$ cat config.mk
export PLATFORM = sky130hd
export DESIGN_NAME = pc_sequencer
export DESIGN_NICKNAME = d
export VERILOG_FILES = /design/src/rtl/pc_sequencer.sv
export SDC_FILE = /design/constraint.sdc
export NUM_CORES = 1
export LEC_CHECK = 0
export BUFFER_PORTS_ARGS = -buffer_cell sky130_fd_sc_hd__buf_4
export CAP_MARGIN = 20
export CORE_ASPECT_RATIO = 0.9
export CORE_MARGIN = 2
export CORE_UTILIZATION = 30
export CTS_CLUSTER_DIAMETER = 80
export CTS_CLUSTER_SIZE = 30
export DETAILED_ROUTE_END_ITERATION = 6
export PLACE_DENSITY = 0.5
export SLEW_MARGIN = 10
export SYNTH_ARGS = -nofsm -noshare
export SYNTH_HDL_FRONTEND = slang
export SYNTH_SLANG_ARGS = --single-unit
$ cat constraint.sdc
create_clock -name clk -period 6.8 [get_ports clk]
set_clock_uncertainty 0.2 [all_clocks]
set_input_delay 1.36 -clock clk [delete_from_list [all_inputs] [get_ports clk]]
set_output_delay 1.36 -clock clk [all_outputs]
set_load 0.05 [all_outputs]
$ cat src/rtl/pc_sequencer.sv
// Program-counter sequencer: boots, advances, stalls, redirects and halts the
// instruction index for the single-cycle core, and counts retired instructions.
module pc_sequencer #(
    parameter int                ADDR_W      = 32,
    parameter logic [ADDR_W-1:0] RESET_PC    = '0,
    parameter int                BOOT_CYCLES = 2
) (
    input  logic              clk,
    input  logic              reset,
    input  logic              stall,
    input  logic              redirect_valid,
    input  logic [ADDR_W-1:0] redirect_target,
    input  logic              finish_flag,
    input  logic              resume,
    output logic [ADDR_W-1:0] pc_reg,
    output logic              pc_valid,
    output logic              halted,
    output logic [1:0]        seq_state,
    output logic [31:0]       instr_count
);

    localparam logic [1:0] ST_BOOT   = 2'd0;
    localparam logic [1:0] ST_RUN    = 2'd1;
    localparam logic [1:0] ST_HALT   = 2'd2;
    localparam logic [7:0] BOOT_INIT = 8'(BOOT_CYCLES);

    logic [1:0]        state_r,       state_s;
    logic [ADDR_W-1:0] pc_r,          pc_s;
    logic [7:0]        boot_cnt_r,    boot_cnt_s;
    logic              pend_valid_r,  pend_valid_s;
    logic [ADDR_W-1:0] pend_target_r, pend_target_s;
    logic [31:0]       instr_count_r, instr_count_s;
    logic              retire_s;

    function automatic logic [31:0] sat_inc(input logic [31:0] value);
        if (value == 32'hFFFF_FFFF) begin
            sat_inc = value;
        end else begin
            sat_inc = value + 32'd1;
        end
    endfunction

    // Next-state decision for the sequencer FSM, pending redirect and retire.
    always_comb begin
        state_s       = state_r;
        pc_s          = pc_r;
        boot_cnt_s    = boot_cnt_r;
        pend_valid_s  = pend_valid_r;
        pend_target_s = pend_target_r;
        retire_s      = 1'b0;
        case (state_r)
            ST_BOOT: begin
                // A zero count is treated like one so an illegal BOOT_CYCLES cannot lock up.
                if (boot_cnt_r <= 8'd1) begin
                    state_s = ST_RUN;
                end else begin
                    boot_cnt_s = boot_cnt_r - 8'd1;
                end
            end
            ST_RUN: begin
                if (finish_flag) begin
                    state_s      = ST_HALT;
                    pend_valid_s = 1'b0;
                end else if (stall) begin
                    if (redirect_valid) begin
                        pend_valid_s  = 1'b1;
                        pend_target_s = redirect_target;
                    end else begin
                        pend_valid_s  = pend_valid_r;
                    end
                end else if (redirect_valid) begin
                    pc_s         = redirect_target;
                    pend_valid_s = 1'b0;
                    retire_s     = 1'b1;
                end else if (pend_valid_r) begin
                    pc_s         = pend_target_r;
                    pend_valid_s = 1'b0;
                    retire_s     = 1'b1;
                end else begin
                    pc_s     = pc_r + ADDR_W'(1);
                    retire_s = 1'b1;
                end
            end
            ST_HALT: begin
                if (resume && !finish_flag) begin
                    state_s = ST_RUN;
                    pc_s    = pc_r + ADDR_W'(1);
                end else begin
                    state_s = ST_HALT;
                end
            end
            default: begin
                // Corrupted encoding: reboot, but keep the retired count.
                state_s       = ST_BOOT;
                pc_s          = RESET_PC;
                boot_cnt_s    = BOOT_INIT;
                pend_valid_s  = 1'b0;
                pend_target_s = '0;
            end
        endcase
        if (retire_s) begin
            instr_count_s = sat_inc(instr_count_r);
        end else begin
            instr_count_s = instr_count_r;
        end
    end

    // State registers with synchronous reset.
    always_ff @(posedge clk) begin
        if (reset) begin
            state_r       <= ST_BOOT;
            pc_r          <= RESET_PC;
            boot_cnt_r    <= BOOT_INIT;
            pend_valid_r  <= 1'b0;
            pend_target_r <= '0;
            instr_count_r <= 32'd0;
        end else begin
            state_r       <= state_s;
            pc_r          <= pc_s;
            boot_cnt_r    <= boot_cnt_s;
            pend_valid_r  <= pend_valid_s;
            pend_target_r <= pend_target_s;
            instr_count_r <= instr_count_s;
        end
    end

    assign pc_reg      = pc_r;
    assign seq_state   = state_r;
    assign pc_valid    = (state_r == ST_RUN);
    assign halted      = (state_r == ST_HALT);
    assign instr_count = instr_count_r;

endmodule

* After elaboration in Yosys (flattened, before gate mapping) *
Index checks and enable logic that the tools add are counted.

cells by class
  add/subtract/negate cells = 3
  $lt $le $gt $ge = 1
  equality and inequality tests = 12
  mux-type cells = 23
  bitwise operators = 4
  reduce and logical (&&, ||, !) cells = 11

operator list
  cell                                                            count
  2-to-1 mux 32 bit                                               8
  one-hot mux 32 bit (3 select lines)                             1
  adder 32 x 1 -> 32 bit, second input constant                   2
  one-hot mux 32 bit (2 select lines)                             1
  equality test 32 bit, second input constant                     1
  one-hot mux 8 bit (2 select lines)                              1
  inequality test 2 bit, second input constant                    7
  less-or-equal comparator 8 x 1 -> 1 bit, second input constant  1
  2-to-1 mux 8 bit                                                1
  AND reduction 2 bit                                             4
  AND reduction 4 bit                                             2
  subtractor 8 x 1 -> 8 bit, second input constant                1
  2-to-1 mux 1 bit                                                6
  2-to-1 mux 2 bit                                                3
  one-hot mux 2 bit (3 select lines)                              1
  inequality test 4 bit, second input constant                    1
  NOT 1 bit                                                       4
  OR reduction 2 bit                                              2
  equality test 2 x 1 -> 1 bit, second input constant             1
  equality test 2 bit, second input constant                      1
  zero test 2 bit                                                 1
  inequality test 2 x 1 -> 1 bit, second input constant           1
  one-hot mux 1 bit (2 select lines)                              1
  logical AND 1 bit                                               1
  zero test 1 bit                                                 1

storage, ports and cells
  register bits = 107
  input port bits = 38
  output and inout port bits = 68

* Logic depth before layout (Yosys ltp) *
  word-level depth = 6
  mapped depth = 9

* Worst setup path after synthesis *
Ideal clock, no wire load.

  kind = reg-to-reg
  start point = register state_r[0], in the netlist seq_state[0]
  end point = register instr_count_r[8], in the netlist instr_count[8]
  setup time = 0.123 ns
  data arrival time = 2.671 ns
  data required time = 6.477 ns
  path slack = 3.806 ns
  stages on the path, launching flop included = 7
  period minus slack after synthesis = 2.994 ns
  cells stage by stage = dfxtp_1 -> ha_1 -> inv_2 -> or3_1 -> a31oi_2 -> nand3_1 -> mux2_1

between the ends
  cells in the longest elaborated chain, start to end = 3

RTL lines
  item                           line  source
  from (decl)                    27    logic [1:0] state_r, state_s;
  from (signal assigned)         118   state_r <= state_s;
  equality test 2 x 1 -> 1 bit   --
  net pc_valid                   16    output logic pc_valid,
  2-to-1 mux 1 bit               51    case (state_r)
  AND reduction 2 bit (no line)  --
  to (signal assigned)           123   instr_count_r <= instr_count_s;
  to (decl)                      32    logic [31:0] instr_count_r, instr_count_s;

The timed path passes the listed nets, and every way through them passes these cells.
A chain may end at the register's enable or synchronous reset.

* Final worst setup path *
  start point = register state_r[1], in the netlist seq_state[1]
  end point = output pc_valid

between the ends
  cells in the longest elaborated chain, start to end = 1

RTL lines
  item                          line  source
  equality test 2 x 1 -> 1 bit  129   assign pc_valid = (state_r == ST_RUN);
  to (decl)                     16

No other way between the ends.

==> qor.csv <==
metric,value,unit
biggest_area_contributors_in_the_synthesized_netlist,"sky130_fd_sc_hd__dfxtp_1, sky130_fd_sc_hd__a21oi_1, sky130_fd_sc_hd__nand2_1",
final.min_clock_period,3.35,ns
setup.reg_to_reg.worst_slack,3.67,ns
synth_top_flop_cell,sky130_fd_sc_hd__dfxtp_1,
drt_iter0_markers,528,
die_width,158,um
crit_path_max_fanout,51,
drt-total-wl,21600,um
worst-endpoint-required,5.24,ns
power_leakage,2.63,nW
port_bufs,105,
reg2regPathDepth,9,
yosys_warnings,0,
hold_path_origin,pend_target_r[11],
floorplan.die_area,22600,sq um
max_slew.worst_pin.slew,1.08,ns
clkSinkCount,107,
finalHoldViolCount,0,
worst_setup_path_end_kind,output pin,
post_cts_buffers,0,
post_route_cells_drive_above_1_share,16.1,%
grt_start_max_net_pins,83,
yosysSeqAreaShare,33.3,%
timing.rr.start,seq_state[1],
timing.final.crit_share,49.3,%
grt_setup_unrepaired,no,
post-route-drc-count,0,
worstPathArrival,1.79,ns
synth_seq_cells,107,
clk_pin_slew,0.08,ns
synthDominantCellAreaShare,33.3,%
routed_wire_length_per_instance,17.5,um
synth_area_leader_cell,sky130_fd_sc_hd__dfxtp_1,
post-synth-top-count-cell,sky130_fd_sc_hd__nand2_1,
track_usage,19.0,%
synthesis.area_per_instance,7.34,sq um
core_area,20900,sq um
antenna_cells,0,
insertion_delay,0.37,ns
run_status,"complete, no violations",
area_growth,19.7,%
clock.fmax,0.299,GHz
holdPathStages,2,
max_cap_violations,0,
grt_pass1_vias,5949,
post_synth_instance_area,6430,sq um
final.setup.tns,0,ns
die-height,143,um
gpl.final_weighted_congestion,0.811,
tritoncts,yes,
async_reset_ff_share,0,%
worst-setup-path-type,flip-flop to output pin,
synth-edff-count,0,
n_fill_cell,2268,
cts.repair.resized,0,
finish.net_count,987,
route.detailed.vias_per_inst,5.36,
maxSlewViolCount,0,
total_i_o_pin_count,106,
multi_input_area,3970,sq um
grt_antenna_before_repair,0,
holdBufCountCts,0,
num_vias,6606,
destination_of_the_worst_register_to_register_timing_path,pc_reg[25],
drtPass1Iterations,5,
leftover_overflow_at_the_end_of_global_routing,0,
placement_rows,50,
cts_root_buf,sky130_fd_sc_hd__clkbuf_16,
finalSetupViolCount,0,
cts_htree_levels,3,
initial_core_util,30.8,%
ys_top_cells_by_count,"sky130_fd_sc_hd__nand2_1, sky130_fd_sc_hd__dfxtp_1, sky130_fd_sc_hd__a21oi_1, sky130_fd_sc_hd__o21ai_0, sky130_fd_sc_hd__nand3_1",
tritoncts.num_buffers,9,
mappedNetlistNets,922,
worstHoldPathType,flip-flop to flip-flop,
cts-root-to-sink-buffers,2,
power_density,251,nW/um^2
timing.max_slew.rel_slack,27.7,%
final-seq-area,2140,sq um
max-vdd-ir-drop,0.115,mV
whs,0.254,ns
antenna_violating_nets_post_route,0,
place_hpwl,15300,um
startpoint_type,flip-flop,
synth_cell_types,73,
hold-path-endpoint,pend_target_r[11],
cells_after_synthesis,876,
first_pass_grt_wire_length,33900,um
-- how the worst max path moves through the flow --
stage                               from          endpoint  depth (start not counted)
after floorplan             seq_state[0]    instr_count[8]                          6
after global placement    redirect_valid  pend_target_r[6]                          6
after detailed placement     finish_flag        pc_reg[31]                          6
after CTS                   seq_state[1]          pc_valid                          4
after global routing        seq_state[1]          pc_valid                          4
final                       seq_state[1]          pc_valid                          4
-- report_power, final --
| group | internal, mW | switching [mW] |
|---|---|---|
| registers | 0.665 | 0.0343 |
| clock network | 0.263 | 0.266 |
| logic | 0.208 | 0.498 |
-- cell families after synthesis --
family / share of synthesized area (%)
fa+ha+maj: 1.56
compound gates: 24.9
mux: 0.953
buf+inv: 5.08
simple gates: 32.5
xor+xnor: 1.77
flops: 33.3
-- cells in the final DEF (no fill, tap or decap), types with 8 or more instances in the layout --
master                      instances
sky130_fd_sc_hd__a211oi_1          10
sky130_fd_sc_hd__nand2_1          127
sky130_fd_sc_hd__a31oi_1            9
sky130_fd_sc_hd__and3_1             9
sky130_fd_sc_hd__a22oi_1            8
sky130_fd_sc_hd__inv_1             21
sky130_fd_sc_hd__nor4_1            11
sky130_fd_sc_hd__nand4_1           26
sky130_fd_sc_hd__o21ai_0           79
sky130_fd_sc_hd__buf_4            112
sky130_fd_sc_hd__nor2_1            50
sky130_fd_sc_hd__a21oi_1           98
sky130_fd_sc_hd__dfxtp_1          107
sky130_fd_sc_hd__nand2b_1          25
sky130_fd_sc_hd__nand3_1           62
sky130_fd_sc_hd__and4_1             9
sky130_fd_sc_hd__clkbuf_16          9
sky130_fd_sc_hd__nor3_1            16
sky130_fd_sc_hd__or3_1             15
-- per-stage QoR --
| step | power (mW) | setup slack [ns] | instances | utilization (%) | instance area [sq um] |
|---|---|---|---|---|---|
| 2_1_floorplan | 1.21 | 3.81 | 876 | - | 6430 |
| 3_3_place_gp | 1.41 | 3.18 | 1215 | 35.4 | 7400 |
| 3_5_place_dp | 1.42 | 3.25 | 1216 | 35.5 | 7410 |
| 4_1_cts | 1.95 | 3.40 | 1232 | 36.9 | 7700 |
| 5_1_grt | 2.05 | 3.33 | 1232 | 36.9 | 7700 |
| 6_report | 1.93 | 3.45 | 1232 | 36.9 | 7700 |
-- routing by layer --
layer | share of wire (%) | vias up | wire length (um) | GRT usage [%]
met4 | 1.1 | 0 | 231 | 3.84
met5 | 0 | - | 0 | 0
met1 | 51 | 3042 | 10900 | 29.5
met2 | 42 | 210 | 9090 | 27.2
li1 | - | 3333 | - | -
met3 | 6.2 | 21 | 1350 | 3.03
-- cell type report --
cell class              instances  area share, %
clock inverters                 6          0.634
inverters                      24           1.17
flip-flops and latches        107           27.8
multi-input cells             686           51.5
clock buffers                  10           3.10
well taps                     286           4.65
repair buffers                113           11.1
-- critical path, cell delays in order (launching register included) --
cell and delay (ns):
sky130_fd_sc_hd__dfxtp_1 0.37, sky130_fd_sc_hd__inv_1 0.10, sky130_fd_sc_hd__ha_2 0.16, sky130_fd_sc_hd__buf_4 0.48, sky130_fd_sc_hd__buf_4 0.31
Note: power is estimated with default switching activity, not from simulation.
